## src/rtl/wb_ctrl.sv

```systemverilog
// wb_ctrl: register-file write-back from execute and a queued long-latency source, with WAW kill.
// Optional `WB_STALL_CNT_EN adds stall_cnt_o counting cycles of lsu_valid_i while not ready.
module wb_ctrl #(
    parameter int DEPTH = 2,
    parameter int AW    = 5,
    parameter int DW    = 32,
    parameter int NREG  = 32
) (
    input  logic            clk,
    input  logic            rst,
    input  logic            ex_wen_i,
    input  logic [AW-1:0]   ex_waddr_i,
    input  logic [DW-1:0]   ex_wdata_i,
    input  logic            lsu_valid_i,
    output logic            lsu_ready_o,
    input  logic [AW-1:0]   lsu_waddr_i,
    input  logic [DW-1:0]   lsu_wdata_i,
    output logic            wen_o,
    output logic [AW-1:0]   w_addr_o,
    output logic [DW-1:0]   w_data_o,
    output logic [NREG-1:0] busy_o
`ifdef WB_STALL_CNT_EN
    ,
    output logic [31:0]     stall_cnt_o
`endif
);
    localparam int PW = DEPTH > 1 ? $clog2(DEPTH) : 1;
    localparam int CW = $clog2(DEPTH + 1);
    localparam logic [PW-1:0] LAST = PW'(DEPTH - 1);

    logic [DEPTH-1:0]         ent_v_q, ent_v_d;
    logic [DEPTH-1:0][AW-1:0] ent_a_q, ent_a_d;
    logic [DEPTH-1:0][DW-1:0] ent_d_q, ent_d_d;
    logic [PW-1:0]            head_q, head_d, tail_q, tail_d;
    logic [CW-1:0]            count_q, count_d;
    logic                     wen_q, wen_d;
    logic [AW-1:0]            w_addr_q, w_addr_d;
    logic [DW-1:0]            w_data_q, w_data_d;
    logic ex_req, xfer, lsu_live, empty, sel_ex, sel_head, sel_dir, push, pop;

    assign lsu_ready_o = count_q < CW'(DEPTH);
    assign wen_o       = wen_q;
    assign w_addr_o    = w_addr_q;
    assign w_data_o    = w_data_q;

    always_comb begin
        ex_req   = ex_wen_i && ex_waddr_i != '0;
        xfer     = lsu_valid_i && lsu_ready_o;
        // a same-cycle ex write to the same register supersedes the lsu result
        lsu_live = xfer && lsu_waddr_i != '0 && !(ex_req && lsu_waddr_i == ex_waddr_i);
        empty    = count_q == '0;
        sel_ex   = ex_req;
        sel_head = !ex_req && !empty && ent_v_q[head_q];
        sel_dir  = !ex_req && empty && lsu_live;
        pop      = !empty && (sel_head || !ent_v_q[head_q]);
        push     = lsu_live && !sel_dir;
        wen_d    = sel_ex || sel_head || sel_dir;
        w_addr_d = sel_ex ? ex_waddr_i : sel_head ? ent_a_q[head_q] : sel_dir ? lsu_waddr_i : w_addr_q;
        w_data_d = sel_ex ? ex_wdata_i : sel_head ? ent_d_q[head_q] : sel_dir ? lsu_wdata_i : w_data_q;
        ent_v_d  = ent_v_q;
        ent_a_d  = ent_a_q;
        ent_d_d  = ent_d_q;
        for (int i = 0; i < DEPTH; i++)
            if (ex_req && ent_a_q[i] == ex_waddr_i) ent_v_d[i] = 1'b0;
        if (pop) ent_v_d[head_q] = 1'b0;
        if (push) begin
            ent_v_d[tail_q] = 1'b1;
            ent_a_d[tail_q] = lsu_waddr_i;
            ent_d_d[tail_q] = lsu_wdata_i;
        end
        head_d  = pop ? (head_q == LAST ? '0 : head_q + 1'b1) : head_q;
        tail_d  = push ? (tail_q == LAST ? '0 : tail_q + 1'b1) : tail_q;
        count_d = count_q + CW'(push) - CW'(pop);
    end

    always_comb begin
        busy_o = '0;
        for (int i = 0; i < DEPTH; i++)
            if (ent_v_q[i]) busy_o[ent_a_q[i]] = 1'b1;
    end

    always_ff @(posedge clk or posedge rst) begin
        if (rst) begin
            ent_v_q  <= '0;
            ent_a_q  <= '0;
            ent_d_q  <= '0;
            head_q   <= '0;
            tail_q   <= '0;
            count_q  <= '0;
            wen_q    <= 1'b0;
            w_addr_q <= '0;
            w_data_q <= '0;
        end else begin
            ent_v_q  <= ent_v_d;
            ent_a_q  <= ent_a_d;
            ent_d_q  <= ent_d_d;
            head_q   <= head_d;
            tail_q   <= tail_d;
            count_q  <= count_d;
            wen_q    <= wen_d;
            w_addr_q <= w_addr_d;
            w_data_q <= w_data_d;
        end
    end

`ifdef WB_STALL_CNT_EN
    logic [31:0] stall_q, stall_d;

    assign stall_cnt_o = stall_q;

    always_comb stall_d = stall_q + 32'(lsu_valid_i && !lsu_ready_o);

    always_ff @(posedge clk or posedge rst) begin
        if (rst) stall_q <= '0;
        else     stall_q <= stall_d;
    end
`endif
endmodule

```

## config.mk

```make
export PLATFORM = sky130hd
export DESIGN_NAME = wb_ctrl
export DESIGN_NICKNAME = d
export VERILOG_FILES = /design/src/rtl/wb_ctrl.sv
export SDC_FILE = /design/constraint.sdc
export NUM_CORES = 1
export LEC_CHECK = 0
export CORE_UTILIZATION = 25
export DETAILED_ROUTE_END_ITERATION = 6
export GPL_ROUTABILITY_DRIVEN = 1
export GPL_TIMING_DRIVEN = 0
export SYNTH_ARGS = -nofsm -noshare
export SYNTH_HDL_FRONTEND = slang
export SYNTH_SLANG_ARGS = --single-unit
```

## constraint.sdc

```tcl
create_clock -name clk -period 5.2 [get_ports clk]
set_clock_uncertainty 0.2 [all_clocks]
set_input_delay 1.04 -clock clk [delete_from_list [all_inputs] [get_ports clk]]
set_output_delay 1.04 -clock clk [all_outputs]
set_load 0.02 [all_outputs]
```

Word level (Yosys, flattened, before mapping)
Cells that the tools add are included.
{"block": "totals", "reg_bits": 118, "in_bits": 78, "output_inout_bits": 71, "word_cells": 94}
{"block": "op_classes", "addsub": 4, "n_lt_le_gt_ge": 9, "eq_ne": 3, "n_mux": 34, "bitwise": 4, "n_reduce_logical": 29}
{"operator": "$mux 32", "count": 8}
{"operator": "$bwmux 64", "count": 1}
{"operator": "$demux 32 s1", "count": 1}
{"operator": "$or 32x32->32", "count": 1}
{"operator": "$mux 5", "count": 6}
{"operator": "$logic_and 1x1->1", "count": 17}
{"operator": "$eq 5x5->1", "count": 3}
{"operator": "$lt 5x6->1 const B", "count": 2}
{"operator": "$bwmux 10", "count": 1}
{"operator": "$demux 1 s5", "count": 2}
{"operator": "$ge 5x1->1 const B", "count": 2}
{"operator": "$mux 1", "count": 10}
{"operator": "$reduce_bool 5->1", "count": 2}
{"operator": "$demux 5 s1", "count": 1}
{"operator": "$logic_not 1->1", "count": 5}
{"operator": "$lt 1x2->1 const B", "count": 2}
{"operator": "$mux 2", "count": 2}
{"operator": "$logic_or 1x1->1", "count": 3}
{"operator": "$reduce_bool 3->1", "count": 1}
{"operator": "$add 1x1->1 const B", "count": 2}
{"operator": "$add 2x1->2", "count": 1}
{"operator": "$and 2x2->2", "count": 1}
{"operator": "$demux 1 s1", "count": 2}
{"operator": "$ge 1x1->1 const B", "count": 2}
{"operator": "other kinds (5)", "count": 5}

Logic depth before layout (Yosys ltp)
Gate-level depths: netlist of run 1.
{"block": "depth", "ltp_word": 10, "depth_mapped": 10, "ltp_nobuf": 9}

Worst setup path after synthesis of run 1
No wires, ideal clock.
{"block": "synth_path", "path_type": "in2reg", "start": "in ex_waddr_i[3]", "end": "reg ent_d_q[52] in the netlist's numbering", "setup_time_ns": 0.125, "t_arrival_ns": 3.067, "t_required_ns": 4.875, "slack_ns": 1.809, "stages": 6, "n_path_buf": 1, "path_cell_list": "or4_4 -> o21ai_4 -> nor4_2 -> a2111oi_4 -> buf_6 -> mux2_2"}
{"block": "synth_between", "elab_chain_cells": 8, "elab_cells_between_ends": 11, "classes_between": "1 x eq/ne; 10 x reduce/logical"}
{"item": "start: declaration", "line_no": "12", "source": "input logic [AW-1:0] ex_waddr_i,"}
{"item": "$reduce_bool 5->1", "line_no": "47", "source": "ex_req = ex_wen_i && ex_waddr_i != '0;"}
{"item": "$logic_and 1x1->1", "line_no": "47"}
{"item": "$logic_and 1x1->1", "line_no": "50", "source": "lsu_live = xfer && lsu_waddr_i != '0 && !(ex_req && lsu_waddr_i == ex_waddr_i);"}
{"item": "$logic_not 1->1", "line_no": "50"}
{"item": "$logic_and 1x1->1", "line_no": "50"}
{"item": "$logic_and 1x1->1", "line_no": "54", "source": "sel_dir = !ex_req && empty && lsu_live;"}
{"item": "$logic_not 1->1", "line_no": "56", "source": "push = lsu_live && !sel_dir;"}
{"item": "$logic_and 1x1->1 *", "line_no": "56"}
{"item": "end signal: assignment", "line_no": "96", "source": "ent_d_q <= ent_d_d;"}
{"item": "end: declaration", "line_no": "33", "source": "logic [DEPTH-1:0][DW-1:0] ent_d_q, ent_d_d;"}
Every way passes the cells marked *; elsewhere a longest branch is shown, timed or not.
A chain may end at the register's enable or synchronous reset.

Final worst setup path of run 1
{"block": "layout_path", "start": "in ex_waddr_i[3]", "end": "reg ent_d_q[53] in the netlist's numbering"}
Same word-level chain as after synthesis.

==> results of run 1 <==
==> logic make-up (layout without fill, tap and decap cells) <==
group / Yosys count / count (layout)
flops: 118 / 118
buf+inv: 49 / 229
compound gates: 119 / 119
simple gates: 116 / 116
fa+ha+maj: 2 / 2
xor+xnor: 19 / 19
mux: 112 / 112
==> power by group <==
part	leakage (uW)	switching, uW	total (uW)	internal (uW)
logic	0.00157	1270	2400	1130
clock network	0.000300	409	1250	839
registers	0.00138	245	1640	1390
==> layout make-up <==
cell class | count | share of cell area
plain buffers | 45 | 0.0232
multi-input cells | 368 | 0.326
inverters | 4 | 0.00237
repair buffers | 148 | 0.178
flip-flops and latches | 118 | 0.350
clock inverters | 8 | 0.0172
well taps | 313 | 0.0465
clock buffers | 24 | 0.0571
==> per-stage QoR <==
stage | hold slack [ns] | instance area, um^2 | setup WS [ns]
after floorplan | 0.258 | 5910 | 0.831
after global placement | 0.272 | 7770 | -1.16
after detailed placement | 0.278 | 7800 | 0.724
after CTS | 0.291 | 8430 | 1.15
after global routing | 0.308 | 8430 | 1.05
final | 0.288 | 8430 | 1.18
==> routing by layer <==
layer | global-route usage | vias to the layer above | part of all wire
met5 | 0 | - | 0.00073
met4 | 0.0486 | 2 | 0.012
met3 | 0.0361 | 18 | 0.054
met2 | 0.239 | 170 | 0.47
met1 | 0.204 | 2426 | 0.47
li1 | - | 2317 | -
==> state kept, by name (all words and copies together), names as in the netlist <==
signal,count
ent_v_q,2
wen_o,1
count_q,2
ent_d_q,64
tail_q,1
w_data_o,32
head_q,1
w_addr_o,5
ent_a_q,10
==> synth_stat cells (all sizes together) <==
master	number	area, um^2
clkbuf	36	135
nor4	3	25.0
o22a	1	8.76
o221ai	1	8.76
ha	2	25.0
nor2	41	154
nand3b	10	75.1
dfrtp	118	2950
o21a	1	7.51
o31ai	1	7.51
or4	2	18.8
mux2i	38	380
nand3	39	195
or3b	6	52.6
a2111oi	1	27.5
or3	3	18.8
o211ai	6	45.0
xor2	7	61.3
a211o	1	8.76
o21ai	36	191
buf	9	60.1
mux2	74	833
inv	4	15.0
a31oi	5	31.3
o22ai	65	407
xnor2	12	105
nand2	12	45.0
a2111o	1	11.3
==> worst max-delay path by stage <==
stage / cells after the start / start / slack, ns / to
finish: 7 / ex_waddr_i[3] / 1.18 / ent_d_q[53]
CTS: 7 / ex_waddr_i[3] / 1.15 / ent_d_q[54]
detailed placement: 7 / ex_waddr_i[4] / 0.72 / ent_d_q[54]
global placement: 2 / rst / -1.16 / w_addr_o[1]
floorplan: 1 / rst / 0.83 / count_q[0]
global route: 7 / ex_waddr_i[4] / 1.05 / ent_d_q[53]
==> critical path: cells and delay by family <==
family,cells,cell delay [ns]
compound gates,2,1.14
buf+inv,2,0.84
mux,1,0.35
simple gates,2,0.73
==> placed cells by master (no fill, tap or decap), drive strengths merged <==
cell,instances
bufinv,4
dfrtp,118
o211ai,6
o22a,1
a31oi,5
buf,10
a211o,1
clkinvlp,2
or4,2
o221ai,1
nor4,3
o21ai,36
ha,2
a2111o,1
mux2,74
nand3,39
xor2,7
or3b,6
nand2,12
mux2i,38
inv,4
o22ai,65
clkinv,2
nor2,41
a2111oi,1
or3,3
nand3b,10
o21a,1
xnor2,12
o31ai,1
clkdlybuf4s50,147
clkbuf,60
==> impl_metrics.prom, run 1 <==
# TYPE chip_impl_metric gauge
chip_impl_metric{name="cts_num_sinks",unit=""} 118
chip_impl_info{name="worstReg2RegEnd",value="ent_d_q[53]"} 1
chip_impl_metric{name="yosys_warnings",unit=""} 0
chip_impl_metric{name="port_buffer_count",unit=""} 147
chip_impl_metric{name="clock_latency",unit="ns"} 0.41
chip_impl_info{name="worst_hold_startpoint",value="ent_d_q[63]"} 1
chip_impl_info{name="min_delay_worst_endpoint",value="ent_d_q[63]"} 1
chip_impl_metric{name="finalSetupViolations",unit=""} 0
chip_impl_metric{name="power.leakage",unit="uW"} 0.00325
chip_impl_metric{name="fmaxAchievable",unit="MHz"} 248
chip_impl_metric{name="setup_tns",unit="ns"} 0
chip_impl_info{name="setup.worst_path.class",value="in -> reg"} 1
chip_impl_metric{name="worstHoldPathCells",unit=""} 1
chip_impl_metric{name="grt_max_degree",unit=""} 73
chip_impl_metric{name="worstPathRequired",unit="ns"} 5.29
chip_impl_metric{name="period_utilization",unit=""} 0.774
chip_impl_metric{name="tightestPinTransition",unit="ns"} 1.00
chip_impl_metric{name="std_cell_rows",unit=""} 55
chip_impl_metric{name="die_width",unit="um"} 156
chip_impl_metric{name="drt_drc_violations_left",unit=""} 0
chip_impl_metric{name="clk_pin_slew",unit="ns"} 0.06
chip_impl_metric{name="cts_hold_repair.buffers",unit=""} 0
chip_impl_metric{name="fillers",unit=""} 2263
chip_impl_metric{name="clock_tree.htree_level_count",unit=""} 4
chip_impl_info{name="cp_cell_sequence",value="clkdlybuf4s50_1, or4_4, o21ai_4, nor4_2, a2111oi_4, buf_6, mux2_2"} 1
chip_impl_metric{name="post_layout_nonfiller_instances",unit=""} 1028
chip_impl_metric{name="post_synth_num_cell_types",unit=""} 34
chip_impl_metric{name="cts.repair.resized",unit=""} 0
chip_impl_metric{name="final_count_of_pins_violating_max_slew",unit=""} 0
chip_impl_info{name="worst_hold_class",value="reg -> reg"} 1
chip_impl_metric{name="power.density",unit="nW/um^2"} 627
chip_impl_metric{name="post_drt_via_cell_ratio",unit=""} 4.80
chip_impl_metric{name="floorplan.initialDensity",unit=""} 0.258
chip_impl_metric{name="yosys-mux-area-fraction",unit=""} 0.205
chip_impl_metric{name="worst_slew_margin_rel",unit=""} 0.332
chip_impl_metric{name="number_of_global_route_vias_before_repair",unit=""} 4893
chip_impl_metric{name="global_route.overflow_total",unit=""} 0
chip_impl_metric{name="sum_of_net_half_perimeters_after_detailed_placement",unit="um"} 12600
chip_impl_metric{name="clock_path_buffers",unit=""} 2
chip_impl_metric{name="first_pass_grt_wire_length",unit="um"} 28000
chip_impl_metric{name="drive_gt1_frac",unit=""} 0.165
chip_impl_metric{name="floorplan.die_area",unit="um^2"} 24200
chip_impl_metric{name="drt.antenna.violating_nets",unit=""} 0
chip_impl_info{name="main_combinational_cell_family_by_area_after_synthesis",value="multiplexers"} 1
chip_impl_metric{name="synth_simple_gate_area_share",unit=""} 0.0989
chip_impl_metric{name="synthToLayoutAreaGrowth",unit="%"} 42.7
chip_impl_metric{name="antenna-diode-count",unit=""} 0
chip_impl_metric{name="grt_use_total",unit=""} 0.152
chip_impl_metric{name="route.final.wire_length",unit="um"} 17800
chip_impl_metric{name="drt-pass1-iter-count",unit=""} 4
chip_impl_metric{name="total_power",unit="uW"} 5290
chip_impl_metric{name="synth_cells",unit=""} 535
chip_impl_metric{name="yosys.area_share.adder",unit=""} 0.00424
chip_impl_metric{name="cts_setup_buffers",unit=""} 0
chip_impl_metric{name="reg2regPathDepth",unit=""} 5
chip_impl_metric{name="hold_viol",unit=""} 0
chip_impl_metric{name="ys_seq_elements",unit=""} 118
chip_impl_metric{name="synth_xor_area_frac",unit=""} 0.0282
chip_impl_metric{name="seq_area_frac_synth",unit=""} 0.500
chip_impl_info{name="cts-root-buf",value="clkbuf_16"} 1
chip_impl_metric{name="floorplan.die.height",unit="um"} 156
chip_impl_metric{name="synthesis.area_per_instance",unit="um^2"} 11.0
chip_impl_metric{name="worst_ep_arrival_time",unit="ns"} 4.11
chip_impl_info{name="run_status",value="completed"} 1
chip_impl_metric{name="max_stage_delay",unit="ns"} 0.91
chip_impl_metric{name="design.portCount",unit=""} 149
chip_impl_metric{name="cell_area_after_synthesis",unit="um^2"} 5910
chip_impl_metric{name="synth_fp_nets",unit=""} 615
chip_impl_metric{name="antenna_violations_before_repair",unit=""} 2
chip_impl_metric{name="routabilityCongestion",unit=""} 0.775
chip_impl_info{name="crit_slowest_cell",value="a2111oi_4"} 1
chip_impl_metric{name="design.core.area",unit="um^2"} 22900
chip_impl_metric{name="final_stage_net_count",unit=""} 782
chip_impl_info{name="critical_path.reg2reg.startpoint",value="count_q[1]"} 1
chip_impl_info{name="crit_path_start_kind",value="primary input"} 1
chip_impl_metric{name="wire_per_inst",unit="um"} 17.3
chip_impl_metric{name="postLayoutCoreUtil",unit=""} 0.368
chip_impl_metric{name="worst_voltage_drop_across_the_vdd_grid",unit="mV"} 0.263
chip_impl_metric{name="placed_cells",unit=""} 996
chip_impl_metric{name="route.vias.total",unit=""} 4933
chip_impl_info{name="worst_setup_path_end_kind",value="register"} 1
chip_impl_metric{name="max_cap_violations",unit=""} 0
chip_impl_metric{name="cts_inserted_buffers",unit=""} 17
chip_impl_metric{name="synth_compound_gate_area_share",unit=""} 0.128
chip_impl_metric{name="drt_iter0_drc",unit=""} 263
chip_impl_info{name="unrepaired_setup_endpoints_after_global_routing",value="no"} 1
chip_impl_metric{name="multi_input_area",unit="um^2"} 2740
chip_impl_metric{name="reg2reg_slack",unit="ns"} 2.57
chip_impl_metric{name="path_max_fanout",unit=""} 10
chip_impl_metric{name="finalCriticalPeriod",unit="ns"} 4.02
chip_impl_metric{name="ff_latch_area",unit="um^2"} 2950
chip_impl_info{name="tritoncts",value="yes"} 1
Power figures use the tool's default switching activity.
==> run 2: changes to the inputs <==
clock period = 3.8 ns   (was 5.2 ns; I/O delays follow)
==> run 2 against run 1 <==
- clock-buffer cell count did not move
- combinational power up 37%
- power is 35% higher
- setup slack lost 1.0 ns
- design area shrank 0.10%
- wire length is 0.30% lower
- global-route usage shrank 0.083 points
- sequential power up 37%
==> impl_metrics.prom, run 2 (synthesized netlist as in run 1, its figures left out) <==
# TYPE chip_impl_metric gauge
chip_impl_metric{name="met3_usage",unit=""} 0.0397
chip_impl_metric{name="largest_reg_flops",unit=""} 64
chip_impl_metric{name="design_area",unit="um^2"} 8420
chip_impl_metric{name="max_cap_violations",unit=""} 0
chip_impl_metric{name="power.density",unit="nW/um^2"} 850
chip_impl_metric{name="port_buffer_count",unit=""} 147
chip_impl_metric{name="global_route.usage.met2",unit=""} 0.238
chip_impl_metric{name="fmaxAchievable",unit="MHz"} 275
chip_impl_metric{name="design.core.area",unit="um^2"} 22900
chip_impl_metric{name="finalCriticalPeriod",unit="ns"} 3.63
chip_impl_info{name="worst_hold_class",value="reg -> reg"} 1
chip_impl_metric{name="hold_viol",unit=""} 0
chip_impl_metric{name="clock_path_buffers",unit=""} 2
chip_impl_metric{name="total_power",unit="uW"} 7160
chip_impl_metric{name="post_drt_via_cell_ratio",unit=""} 4.85
chip_impl_metric{name="global_route.usage.met1",unit=""} 0.204
chip_impl_metric{name="tightestPinTransition",unit="ns"} 1.00
chip_impl_metric{name="floorplan.die.height",unit="um"} 156
chip_impl_metric{name="clock_tree.htree_level_count",unit=""} 4
chip_impl_metric{name="cts_num_sinks",unit=""} 118
chip_impl_metric{name="cts_hold_repair.buffers",unit=""} 0
chip_impl_metric{name="number_of_global_route_vias_before_repair",unit=""} 4891
chip_impl_metric{name="worst_ep_arrival_time",unit="ns"} 3.72
chip_impl_metric{name="detailed_place.area",unit="um^2"} 7830
chip_impl_info{name="unrepaired_setup_endpoints_after_global_routing",value="no"} 1
chip_impl_info{name="worst_setup_path_end_kind",value="register"} 1
chip_impl_metric{name="wire_per_inst",unit="um"} 17.3
chip_impl_metric{name="clk_pin_slew",unit="ns"} 0.06
chip_impl_metric{name="period_utilization",unit=""} 0.955
chip_impl_metric{name="floorplan.die_area",unit="um^2"} 24200
chip_impl_metric{name="drt.antenna.violating_nets",unit=""} 0
chip_impl_metric{name="drt-pass1-iter-count",unit=""} 5
chip_impl_info{name="worst_hold_startpoint",value="ent_d_q[63]"} 1
chip_impl_metric{name="design.portCount",unit=""} 149
chip_impl_metric{name="final_stage_net_count",unit=""} 784
chip_impl_metric{name="worst_voltage_drop_across_the_vdd_grid",unit="mV"} 0.386
chip_impl_metric{name="cts.repair.resized",unit=""} 0
chip_impl_metric{name="drt_iter0_drc",unit=""} 285
chip_impl_info{name="max_flop_register",value="ent_d_q"} 1
chip_impl_metric{name="first_pass_grt_wire_length",unit="um"} 28000
chip_impl_metric{name="fillers",unit=""} 2300
chip_impl_metric{name="grt_use_total",unit=""} 0.151
chip_impl_metric{name="clock_latency",unit="ns"} 0.41
chip_impl_info{name="cts-root-buf",value="clkbuf_16"} 1
chip_impl_metric{name="route.vias.total",unit=""} 4976
chip_impl_metric{name="die_width",unit="um"} 156
chip_impl_metric{name="multi_input_area",unit="um^2"} 2740
chip_impl_metric{name="power.leakage",unit="uW"} 0.00325
chip_impl_metric{name="sum_of_net_half_perimeters_after_detailed_placement",unit="um"} 12600
chip_impl_metric{name="routabilityCongestion",unit=""} 0.794
chip_impl_metric{name="worstPathRequired",unit="ns"} 3.89
chip_impl_info{name="layout.cells.most_common",value="clkdlybuf4s50_1"} 1
chip_impl_metric{name="drive_gt1_frac",unit=""} 0.164
chip_impl_info{name="final_cell_mix",value="147 x clkdlybuf4s50_1, 118 x dfrtp_1, 72 x mux2_2, 65 x o22ai_1, 41 x nor2_1"} 1
chip_impl_metric{name="synthToLayoutAreaGrowth",unit="%"} 42.6
chip_impl_metric{name="final_count_of_pins_violating_max_slew",unit=""} 0
chip_impl_metric{name="drt_drc_violations_left",unit=""} 0
chip_impl_info{name="critical_path.reg2reg.startpoint",value="count_q[1]"} 1
chip_impl_info{name="tritoncts",value="yes"} 1
chip_impl_info{name="crit_path_start_kind",value="primary input"} 1
chip_impl_metric{name="antenna-diode-count",unit=""} 0
chip_impl_info{name="critical_path_source",value="ex_waddr_i[3]"} 1
chip_impl_metric{name="std_cell_rows",unit=""} 55
chip_impl_metric{name="worst_slew_margin_rel",unit=""} 0.330
chip_impl_metric{name="finalSetupViolations",unit=""} 0
chip_impl_metric{name="cts_inserted_buffers",unit=""} 17
chip_impl_metric{name="grt_max_degree",unit=""} 42
chip_impl_metric{name="cts_setup_buffers",unit=""} 0
chip_impl_metric{name="global_route.overflow_total",unit=""} 0
chip_impl_metric{name="path_max_fanout",unit=""} 10
chip_impl_metric{name="route.final.wire_length",unit="um"} 17800
chip_impl_info{name="globalRoute.busiestLayer",value="met2"} 1
chip_impl_info{name="run_status",value="completed"} 1
chip_impl_metric{name="floorplan.initialDensity",unit=""} 0.258
chip_impl_metric{name="antenna_violations_before_repair",unit=""} 1
chip_impl_metric{name="ff_latch_area",unit="um^2"} 2950
chip_impl_info{name="setup.worst_path.class",value="in -> reg"} 1
## run 2: cell types whose count changed in the layout (fill, tap and decap cells not counted)
cell,before,now
bufinv_16,4,3
clkbuf_1,40,39
clkbuf_8,3,4
buf_12,0,3
buf_16,1,0
clkinvlp_4,2,1
inv_6,1,0
clkinv_2,2,1
## run 2: worst paths after layout
check | to | slack [ns] | cells after the start
setup reg to reg | ent_d_q[52] | 1.19 | 5
hold reg to reg | ent_d_q[63] | 0.29 | 1
max in group asynchronous | ent_d_q[55] | 2.18 | 4
hold / removal | ent_d_q[63] | 0.29 | 1
min in group asynchronous | w_data_o[4] | 0.49 | 2
setup / recovery | ent_d_q[52] | 0.17 | 7
## run 2: area by class of cell
cell class                 instances  share of cell area
timing repair buffer             150               0.182
buffer                            45              0.0232
tap                              313              0.0465
clock inverter                     4              0.0113
clock buffer                      24              0.0584
inverter                           4             0.00223
sequential                       118               0.351
multi-input combinational        368               0.326
## run 2: worst max-delay path, stage by stage
cell	delay (ns)
clkdlybuf4s50_1	0.55
or4_4	0.62
o21ai_4	0.24
nor4_2	0.12
a2111oi_4	0.79
buf_6	0.28
mux2_2	0.35
## run 2: routing by layer
metal / up-vias / wire length [um]
met3: 24 / 1100
li1: 2324 / -
met2: 181 / 8010
met5: - / 14
met4: 2 / 201
met1: 2445 / 8420
## run 2: power by group
| group | internal (uW) | total [uW] | switching, uW | leakage (uW) |
|---|---|---|---|---|
| clock | 1080 | 1620 | 540 | 0.000288 |
| combinational | 1550 | 3290 | 1740 | 0.00158 |
| sequential | 1910 | 2240 | 335 | 0.00138 |
## run 2: per-stage QoR
step | std cells | hold slack (ns) | TNS [ns] | utilization | setup WS [ns]
final | 1026 | 0.286 | 0 | 0.367 | 0.170
after global routing | 1026 | 0.316 | 0 | 0.367 | 0.0814
after CTS | 1026 | 0.291 | 0 | 0.367 | 0.0746
after global placement | 995 | 0.271 | -14.29 | 0.339 | -0.363
after floorplan | 535 | 0.258 | 0 | - | 0.689
after detailed placement | 998 | 0.278 | -13.64 | 0.342 | -0.337
==> run 3: changes to the inputs <==
CORE_UTILIZATION = 40   (was 25)
PLACE_DENSITY = 0.67   (was not set)
==> run 3 against run 2 <==
- clock power down 11%
- maximum frequency decreased by 1.1%
- non-clock buffer count did not move
- die area decreased by 37%
- largest cell class unchanged
- critical endpoint is now ent_d_q[54]
- wire length decreased by 5.6%
==> impl_metrics.prom, run 3 (synthesized netlist as in run 1, its figures left out) <==
# TYPE chip_impl_metric gauge
chip_impl_metric{name="synthToLayoutAreaGrowth",unit="%"} 39.0
chip_impl_metric{name="design_area",unit="um^2"} 8210
chip_impl_metric{name="tightestPinTransition",unit="ns"} 0.964
chip_impl_metric{name="drive_gt1_frac",unit=""} 0.168
chip_impl_info{name="min_delay_worst_endpoint",value="tail_q"} 1
chip_impl_metric{name="hold_viol",unit=""} 0
chip_impl_metric{name="first_pass_grt_wire_length",unit="um"} 26000
chip_impl_metric{name="grt_max_degree",unit=""} 41
chip_impl_metric{name="finalCriticalPeriod",unit="ns"} 3.67
chip_impl_metric{name="total_power",unit="uW"} 6990
chip_impl_metric{name="drt-pass1-iter-count",unit=""} 5
chip_impl_metric{name="largest_reg_flops",unit=""} 64
chip_impl_metric{name="period_utilization",unit=""} 0.965
chip_impl_metric{name="global_route.overflow_total",unit=""} 0
chip_impl_metric{name="cts.repair.resized",unit=""} 0
chip_impl_metric{name="floorplan.die.height",unit="um"} 124
chip_impl_info{name="max_flop_register",value="ent_d_q"} 1
chip_impl_metric{name="final_count_of_pins_violating_max_slew",unit=""} 0
chip_impl_info{name="worst_hold_class",value="reg -> reg"} 1
chip_impl_info{name="worstReg2RegEnd",value="ent_d_q[54]"} 1
chip_impl_metric{name="floorplan.initialDensity",unit=""} 0.408
chip_impl_metric{name="grt_use_total",unit=""} 0.229
chip_impl_info{name="setup.worst_path.class",value="in -> reg"} 1
chip_impl_metric{name="clock_tree.htree_level_count",unit=""} 4
chip_impl_metric{name="power.density",unit="nW/um^2"} 852
chip_impl_metric{name="die_width",unit="um"} 124
chip_impl_metric{name="cts_num_sinks",unit=""} 118
chip_impl_metric{name="whs",unit="ns"} 0.300
chip_impl_metric{name="port_buffer_count",unit=""} 147
chip_impl_info{name="category_of_cells_accounting_for_the_largest_share_of_critical_path_delay",value="compound AO/OA/AOI/OAI gates"} 1
chip_impl_metric{name="floorplan.die_area",unit="um^2"} 15300
chip_impl_metric{name="met3_usage",unit=""} 0.0623
chip_impl_metric{name="worst_voltage_drop_across_the_vdd_grid",unit="mV"} 0.366
chip_impl_info{name="critical_path.reg2reg.startpoint",value="count_q[1]"} 1
chip_impl_metric{name="global_route.usage.met2",unit=""} 0.365
chip_impl_metric{name="post_drt_via_cell_ratio",unit=""} 5.63
chip_impl_info{name="worst_hold_startpoint",value="tail_q"} 1
chip_impl_metric{name="global_route.usage.met1",unit=""} 0.289
chip_impl_metric{name="path_max_fanout",unit=""} 10
chip_impl_metric{name="antenna_violations_before_repair",unit=""} 0
chip_impl_metric{name="worst_ep_arrival_time",unit="ns"} 3.77
chip_impl_info{name="cts-root-buf",value="clkbuf_16"} 1
chip_impl_info{name="unrepaired_setup_endpoints_after_global_routing",value="no"} 1
chip_impl_metric{name="number_of_global_route_vias_before_repair",unit=""} 5066
chip_impl_metric{name="reg2reg_slack",unit="ns"} 1.24
chip_impl_metric{name="routabilityCongestion",unit=""} 0.879
chip_impl_metric{name="setup_slack",unit="ns"} 0.131
chip_impl_metric{name="drt.antenna.violating_nets",unit=""} 0
chip_impl_metric{name="worstHoldPathCells",unit=""} 1
chip_impl_metric{name="design.core.area",unit="um^2"} 14500
chip_impl_info{name="worst_setup_path_end_kind",value="register"} 1
chip_impl_info{name="crit_slowest_cell",value="a2111oi_4"} 1
chip_impl_metric{name="worstPathRequired",unit="ns"} 3.90
chip_impl_metric{name="antenna-diode-count",unit=""} 0
chip_impl_metric{name="sum_of_net_half_perimeters_after_detailed_placement",unit="um"} 11800
chip_impl_metric{name="cts_setup_buffers",unit=""} 0
chip_impl_metric{name="cts_inserted_buffers",unit=""} 17
chip_impl_metric{name="route.vias.total",unit=""} 5064
chip_impl_info{name="globalRoute.busiestLayer",value="met2"} 1
chip_impl_metric{name="clock_path_buffers",unit=""} 2
chip_impl_metric{name="route.final.wire_length",unit="um"} 16800
chip_impl_metric{name="finalSetupViolations",unit=""} 0
chip_impl_metric{name="power.leakage",unit="uW"} 0.00321
chip_impl_info{name="tritoncts",value="yes"} 1
chip_impl_metric{name="cts_hold_repair.buffers",unit=""} 0
chip_impl_info{name="layout.cells.most_common",value="clkdlybuf4s50_1"} 1
chip_impl_metric{name="std_cell_rows",unit=""} 44
chip_impl_metric{name="wire_per_inst",unit="um"} 18.6
chip_impl_metric{name="critical_path_cell_count",unit=""} 7
chip_impl_info{name="cp_cell_sequence",value="clkdlybuf4s50_1, or4_4, o21ai_4, nor4_2, a2111oi_4, buf_6, mux2_2"} 1
chip_impl_metric{name="final_stage_net_count",unit=""} 784
chip_impl_metric{name="max_cap_violations",unit=""} 0
chip_impl_info{name="run_status",value="completed"} 1
chip_impl_metric{name="max_stage_delay",unit="ns"} 0.88
chip_impl_info{name="crit_path_start_kind",value="primary input"} 1
chip_impl_metric{name="worst_slew_margin_rel",unit=""} 0.357
chip_impl_metric{name="cp_num_buf_inv",unit=""} 2
chip_impl_metric{name="setup_tns",unit="ns"} 0
chip_impl_metric{name="reg2regPathDepth",unit=""} 5
chip_impl_metric{name="dp_worst_setup_slack",unit="ns"} -0.290
chip_impl_info{name="final_cell_mix",value="147 x clkdlybuf4s50_1, 118 x dfrtp_1, 72 x mux2_2, 65 x o22ai_1, 41 x nor2_1"} 1
chip_impl_metric{name="drt_iter0_drc",unit=""} 239
chip_impl_metric{name="fmaxAchievable",unit="MHz"} 273
chip_impl_metric{name="design.portCount",unit=""} 149
chip_impl_metric{name="detailed_place.area",unit="um^2"} 7670
chip_impl_metric{name="clock_latency",unit="ns"} 0.42
chip_impl_metric{name="clk_pin_slew",unit="ns"} 0.05
chip_impl_metric{name="drt_drc_violations_left",unit=""} 0
-- run 3: how the worst max path moves through the flow --
| stage | from | to | slack, ns |
|---|---|---|---|
| after floorplan | ex_waddr_i[3] | ent_d_q[52] | 0.69 |
| after global placement | ex_waddr_i[3] | ent_d_q[52] | -0.27 |
| after detailed placement | ex_waddr_i[3] | ent_d_q[54] | -0.29 |
| after CTS | ex_waddr_i[3] | ent_d_q[54] | 0.14 |
| after global routing | ex_waddr_i[3] | ent_d_q[56] | 0.04 |
| final | ex_waddr_i[3] | ent_d_q[54] | 0.13 |
-- run 3: cell type report --
type / instances / area [um^2]
tap: 184 / 230
inverter: 4 / 18.8
clock buffer: 23 / 488
sequential: 118 / 2950
clock inverter: 7 / 48.8
fill: 1215 / 6270
buffer: 45 / 195
timing repair buffer: 150 / 1530
multi-input combinational: 368 / 2740
-- run 3: power breakdown --
part           total (uW)  internal, uW  switching [uW]  leakage [uW]
sequential           2260          1910             353       0.00138
combinational        3290          1550            1740       0.00158
clock                1440           890             547      0.000253
total                6990          4350            2640       0.00321
-- run 3: metal layers --
| layer | share of wire | up-vias | routed length [um] |
|---|---|---|---|
| met5 | 0 | - | 0 |
| met4 | 0.020 | 0 | 331 |
| met3 | 0.065 | 29 | 1090 |
| met2 | 0.48 | 227 | 7960 |
| met1 | 0.44 | 2486 | 7370 |
| li1 | - | 2322 | - |
-- run 3: metrics by stage --
| step | utilization | instances |
|---|---|---|
| 6_report | 0.567 | 899 |
| 5_1_grt | 0.567 | 899 |
| 4_1_cts | 0.567 | 899 |
| 3_5_place_dp | 0.530 | 869 |
| 3_3_place_gp | 0.526 | 866 |
| 2_1_floorplan | - | 535 |
